## src/rtl/seg7_frame_capture_pkg.sv

```systemverilog
// Shared constants, state type and sizing helper for the 7-segment frame capture block.
package seg7_frame_capture_pkg;

  // Segment codes {a,b,c,d,e,f,g}, a = MSB, active-high after optional inversion.
  localparam logic [6:0] SEG_0     = 7'b1111110;
  localparam logic [6:0] SEG_1     = 7'b0110000;
  localparam logic [6:0] SEG_2     = 7'b1101101;
  localparam logic [6:0] SEG_3     = 7'b1111001;
  localparam logic [6:0] SEG_4     = 7'b0110011;
  localparam logic [6:0] SEG_5     = 7'b1011011;
  localparam logic [6:0] SEG_6     = 7'b1011111;
  localparam logic [6:0] SEG_7     = 7'b1110000;
  localparam logic [6:0] SEG_8     = 7'b1111111;
  localparam logic [6:0] SEG_9     = 7'b1110011;
  localparam logic [6:0] SEG_9_ALT = 7'b1111011;

  localparam logic [3:0] BCD_INVALID = 4'hF;

  typedef enum logic {
    StCapture,
    StPresent
  } state_e;

  // Wide enough to hold the saturated count value STABLE_CYCLES.
  function automatic int unsigned cnt_width(input int unsigned stable_cycles);
    return $clog2(stable_cycles + 1);
  endfunction

endpackage

```

## src/rtl/seg7_frame_capture_to_bcd.sv

```systemverilog
// Combinational segment pattern to BCD lookup; unknown patterns give BCD_INVALID.
module seg7_to_bcd
  import seg7_frame_capture_pkg::*;
(
  input  logic [6:0] seg_i,
  output logic       valid_o,
  output logic [3:0] bcd_o
);

  always_comb begin
    valid_o = 1'b1;
    bcd_o   = BCD_INVALID;
    case (seg_i)
      SEG_0:            bcd_o = 4'd0;
      SEG_1:            bcd_o = 4'd1;
      SEG_2:            bcd_o = 4'd2;
      SEG_3:            bcd_o = 4'd3;
      SEG_4:            bcd_o = 4'd4;
      SEG_5:            bcd_o = 4'd5;
      SEG_6:            bcd_o = 4'd6;
      SEG_7:            bcd_o = 4'd7;
      SEG_8:            bcd_o = 4'd8;
      SEG_9, SEG_9_ALT: bcd_o = 4'd9;
      default: begin
        valid_o = 1'b0;
        bcd_o   = BCD_INVALID;
      end
    endcase
  end

endmodule

```

## src/rtl/seg7_frame_capture.sv

```systemverilog
// Qualifies multiplexed 7-segment digit samples, assembles frames of BCD digits and
// presents each completed frame on a valid/ready port with sticky overrun.
module seg7_frame_capture
  import seg7_frame_capture_pkg::*;
#(
  parameter int unsigned DIGITS         = 4,
  parameter int unsigned STABLE_CYCLES  = 3,
  parameter bit          SEG_ACTIVE_LOW = 1'b0
) (
  input  logic                  clk,
  input  logic                  rst_n,
  input  logic [6:0]            seg_in,
  input  logic [DIGITS-1:0]     dig_sel,
  output logic [4*DIGITS-1:0]   bcd_out,
  output logic [DIGITS-1:0]     digit_err,
  output logic                  out_valid,
  input  logic                  out_ready,
  output logic                  overrun,
  input  logic                  overrun_clr
);

  localparam int unsigned     CntW   = cnt_width(STABLE_CYCLES);
  localparam logic [CntW-1:0] CntMax = CntW'(STABLE_CYCLES);
  localparam logic [CntW-1:0] CntOne = CntW'(1);

  logic [6:0] seg_dec;
  logic       dec_valid;
  logic [3:0] dec_bcd;

  assign seg_dec = SEG_ACTIVE_LOW ? ~seg_in : seg_in;

  seg7_to_bcd u_dec (
    .seg_i   (seg_dec),
    .valid_o (dec_valid),
    .bcd_o   (dec_bcd)
  );

  // Sample qualification
  logic [DIGITS+6:0] sample_q, sample_d;
  logic [CntW-1:0]   cnt_q, cnt_d;
  logic              onehot;
  logic              same;
  logic              latch;

  always_comb begin
    sample_d = {dig_sel, seg_in};
    onehot   = (dig_sel != '0) && ((dig_sel & (dig_sel - DIGITS'(1))) == '0);
    same     = (sample_d == sample_q);
    if (!onehot) begin
      cnt_d = '0;
    end else if (!same) begin
      cnt_d = CntOne;
    end else if (cnt_q != CntMax) begin
      cnt_d = cnt_q + CntOne;
    end else begin
      cnt_d = cnt_q;
    end
    // A saturated, unchanged dwell has already been latched.
    latch = onehot && (cnt_d == CntMax) && !(same && (cnt_q == CntMax));
  end

  // Staging and captured bitmap
  logic [DIGITS-1:0][3:0] stage_q, stage_d;
  logic [DIGITS-1:0]      stage_err_q, stage_err_d;
  logic [DIGITS-1:0]      captured_q, captured_d;
  logic                   frame_done;

  assign frame_done = &captured_q;

  always_comb begin
    stage_d     = stage_q;
    stage_err_d = stage_err_q;
    // Bits latched on the completion edge belong to the following frame.
    captured_d  = frame_done ? '0 : captured_q;
    for (int unsigned i = 0; i < DIGITS; i++) begin
      if (latch && dig_sel[i]) begin
        stage_d[i]     = dec_bcd;
        stage_err_d[i] = ~dec_valid;
        captured_d[i]  = 1'b1;
      end
    end
  end

  // Presentation FSM
  state_e                 state_q, state_d;
  logic [DIGITS-1:0][3:0] bcd_q, bcd_d;
  logic [DIGITS-1:0]      err_q, err_d;
  logic                   overrun_q, overrun_d;

  always_comb begin
    state_d   = state_q;
    bcd_d     = bcd_q;
    err_d     = err_q;
    overrun_d = overrun_q;
    if (overrun_clr) begin
      overrun_d = 1'b0;
    end
    unique case (state_q)
      StCapture: begin
        if (frame_done) begin
          state_d = StPresent;
        end
      end
      StPresent: begin
        if (frame_done) begin
          if (!out_ready) begin
            overrun_d = 1'b1;
          end
        end else if (out_ready) begin
          state_d = StCapture;
        end
      end
      default: state_d = StCapture;
    endcase
    if (frame_done) begin
      bcd_d = stage_q;
      err_d = stage_err_q;
    end
  end

  always_ff @(posedge clk or negedge rst_n) begin
    if (!rst_n) begin
      sample_q    <= '0;
      cnt_q       <= '0;
      stage_q     <= '0;
      stage_err_q <= '0;
      captured_q  <= '0;
      state_q     <= StCapture;
      bcd_q       <= '0;
      err_q       <= '0;
      overrun_q   <= 1'b0;
    end else begin
      sample_q    <= sample_d;
      cnt_q       <= cnt_d;
      stage_q     <= stage_d;
      stage_err_q <= stage_err_d;
      captured_q  <= captured_d;
      state_q     <= state_d;
      bcd_q       <= bcd_d;
      err_q       <= err_d;
      overrun_q   <= overrun_d;
    end
  end

  assign bcd_out   = bcd_q;
  assign digit_err = err_q;
  assign out_valid = (state_q == StPresent);
  assign overrun   = overrun_q;

endmodule

```

## config.mk

```make
export PLATFORM = sky130hd
export DESIGN_NAME = seg7_frame_capture
export DESIGN_NICKNAME = d
export VERILOG_FILES = /design/src/rtl/seg7_frame_capture_pkg.sv /design/src/rtl/seg7_frame_capture_to_bcd.sv /design/src/rtl/seg7_frame_capture.sv
export SDC_FILE = /design/constraint.sdc
export NUM_CORES = 1
export LEC_CHECK = 0
export CAP_MARGIN = 20
export CORE_MARGIN = 4
export CORE_UTILIZATION = 55
export DETAILED_ROUTE_END_ITERATION = 10
export PLACE_DENSITY = 0.8
export REMOVE_ABC_BUFFERS = 1
export SETUP_SLACK_MARGIN = 0.1
export SYNTH_ARGS = -nofsm -noshare
export SYNTH_HDL_FRONTEND = slang
export SYNTH_SLANG_ARGS = --single-unit
```

## constraint.sdc

```tcl
create_clock -name clk -period 5.2 [get_ports clk]
set_input_delay 1.04 -clock clk [delete_from_list [all_inputs] [get_ports clk]]
set_output_delay 1.04 -clock clk [all_outputs]
set_load 0.01 [all_outputs]
```

==> run metrics <==
first-pass GRT wire length roughly 8500 µm; register area share after synthesis a little over half; number of flops mapped to enable cells by yosys 0; dpl hpwl about 3300 µm; TNS Setup 0 ps; crit path launch type input port; Seq. cell area 1476 µm²; antenna violations before repair 0; Synth Flop Type dfrtp_1; multi-input logic area between 1000 and 1500 µm²; post-CTS setup buffers 0; Hold WC Path Type flip-flop to flip-flop; Cells after Synth about 220; synthesized flop and latch total 59; kind of cell adding the most delay to the critical path simple AND/OR/NAND/NOR gates; grt ovf 0; WL final around 5000 µm; Synth cell types between 40 and 50; Final Wtd Congestion between 0.7 and 0.8; CTS max path bufs 2; hold buffers post-CTS 0; Yosys warnings 0; slowest CP cell clkdlybuf4s50_1; period utilization roughly 60%; htree depth 3; CTS sink cnt about 60; Die Y between 70 and 80 µm; RSZ-0062 raised after global routing false; full die area 6129 µm²; post-CTS resize count 0; initial cell density of the core a little under three fifths; status finished clean; Fin Hold WS approximately 490 ps; Post-synth ARST share 100.0%; Slew @ Worst Pin ~890 ps; Mapped Area approximately 2700 µm²; Highest Clock Rate between 300 and 400 MHz; synth top area cells dfrtp_1 (54%), mux2_2 (9.1%), xnor2_1 (3.9%); vias per cell roughly 5.4; DRT iter0 DRCs around 130; TritonCTS Buffers 9; All-Layer GR Usage between 10% and 20%; number of inserted diodes 0; critical path fanouts, max 17; DRC 0; wire length per cell ~15 µm; syn_area_per_cell 12.13 µm²; Core ar. 4755 µm²; Setup crit end kind flip-flop; Area after DPL around 3000 µm²; Via Count 1760; Yosys top cell by area dfrtp_1; Clock Skew ~8.6 ps; final setup fails 0; static leakage power about 1.6 nW; Skew-Pair Late Insertion Delay about 350 ps; largest net degree at the start of global routing 60; Ports 37; chip width between 70 and 80 µm; CP max stage delay around 810 ps; CP bufs+invs 1; Arrival @ worst endpoint around 3400 ps; CTS Root Buffer Type clkbuf_8; Worst Path Required approximately 5400 ps; antenna-violating nets left 0; Peak supply drop about 0.22 mV; relative slew slack approximately 40%; Slew Viols, Final 0; top cell type's share of synthesized area a little over half; vias in the first global route roughly 1800; final hold vios 0; row count 25; drt pass-1 iters 6; Final Net Count 271; IO buf count 36; Clock transition at path regs 60 ps; share of cells above drive strength 1 around a fifth; CTS tree built; Max Cap Viol 0; critical path, cell by cell clkdlybuf4s50_1 -> xnor2_1 -> nand4_1 -> nor3_4 -> nand4_2 -> mux2_1; Final min period between 3000 and 4000 ps; Final Cell Area about 3300 µm²; Power, Total roughly 1 mW; Layout Area Growth over Synthesis 20.40%; crit path kind input port to flip-flop; pwr/cell area around 300 nW/µm²; Filler cells 347
==> per-stage QoR <==
step                instances  setup slack [ps]  utilization [%]
floorplan                 207              2719                -
global placement          312              1701            64.29
detailed placement        312              1662            64.29
CTS                       327              2034            68.82
global route              327              1875            68.82
finish                    327              2015            68.82
==> cell usage after synthesis, types with 3 or more instances <==
library cell / instances
a21oi_1: 4
a31oi_1: 3
a41oi_1: 4
buf_2: 5
buf_4: 4
buf_6: 4
clkbuf_1: 3
dfrtp_1: 59
inv_1: 8
mux2_1: 7
mux2_2: 22
mux2i_1: 5
nand2_1: 25
nand3_1: 4
nand4_1: 3
nand4_2: 3
nor2_1: 4
nor4_1: 4
nor4b_1: 7
o21ai_0: 9
xnor2_1: 12
==> path summary, 6_finish.rpt <==
| check | start | to | slack [ps] | cells after the start |
|---|---|---|---|---|
| worst max-delay path | seg_in[1] | stage_q[0] | 2020 | 6 |
| worst min-delay path | captured_q[1] | captured_q[1] | 490 | 2 |
| worst max register to register | sample_q[2] | stage_q[0] | 3140 | 5 |
| worst min register to register | captured_q[1] | captured_q[1] | 490 | 2 |
| max in group asynchronous | rst_n | sample_q[1] | 3900 | 2 |
| min in group asynchronous | rst_n | sample_q[2] | 840 | 2 |
==> worst min-delay path: cells and delay by family (launching register included) <==
family | cells | cell delay [ps]
flip-flops | 1 | 350
AND/OR/NAND/NOR | 2 | 110
==> layout make-up <==
cell class	count	share of cell area, %
repair buffers	38	11.32
clock inverters	5	2.371
clock buffers	10	4.206
multi-input cells	140	33.50
well taps	67	2.562
flip-flops and latches	59	45.12
inverters	8	0.9178
==> where the power goes <==
part           switching (mW)  leakage [nW]  internal [mW]  total [mW]
Sequential            0.00253         0.756          0.464       0.467
Combinational          0.0372         0.722         0.0244      0.0616
Clock                   0.178         0.108          0.278       0.456
==> flip-flops by register name, summed over array words and instances, names as in the netlist <==
register     flops
sample_q        11
cnt_q            2
bcd_out         16
out_valid        1
captured_q       4
stage_err_q      4
stage_q         16
digit_err        4
overrun          1
==> logic make-up after synthesis <==
| logic type | share of synthesized area, % |
|---|---|
| and+or+nand+nor | 15.42 |
| muxes | 13.86 |
| DFF | 54.33 |
| AOI/OAI and AO/OA | 6.814 |
| xor gates and xnor gates | 3.867 |
| buffers and inverters | 5.340 |
| adders and majority gates | 0.3683 |
==> cell usage in the layout (no fill, tap or decap), types with 5 or more instances in the layout <==
cell              n
nor4b_1           7
mux2_2           22
inv_1             8
mux2_1            7
nand2_1          25
clkbuf_8         10
mux2i_1           5
o21ai_0           9
dfrtp_1          59
xnor2_1          12
clkdlybuf4s50_1  35
==> routing by layer <==
layer  GRT usage [%]  vias to the layer above  wire, µm
li1                -                      868         -
met1           24.81                      847      2377
met2           26.97                       35      2247
met3           5.505                       10       217
met4           9.441                        0       108
met5               0                        -         0
Note: power is estimated with default switching activity, not from simulation.
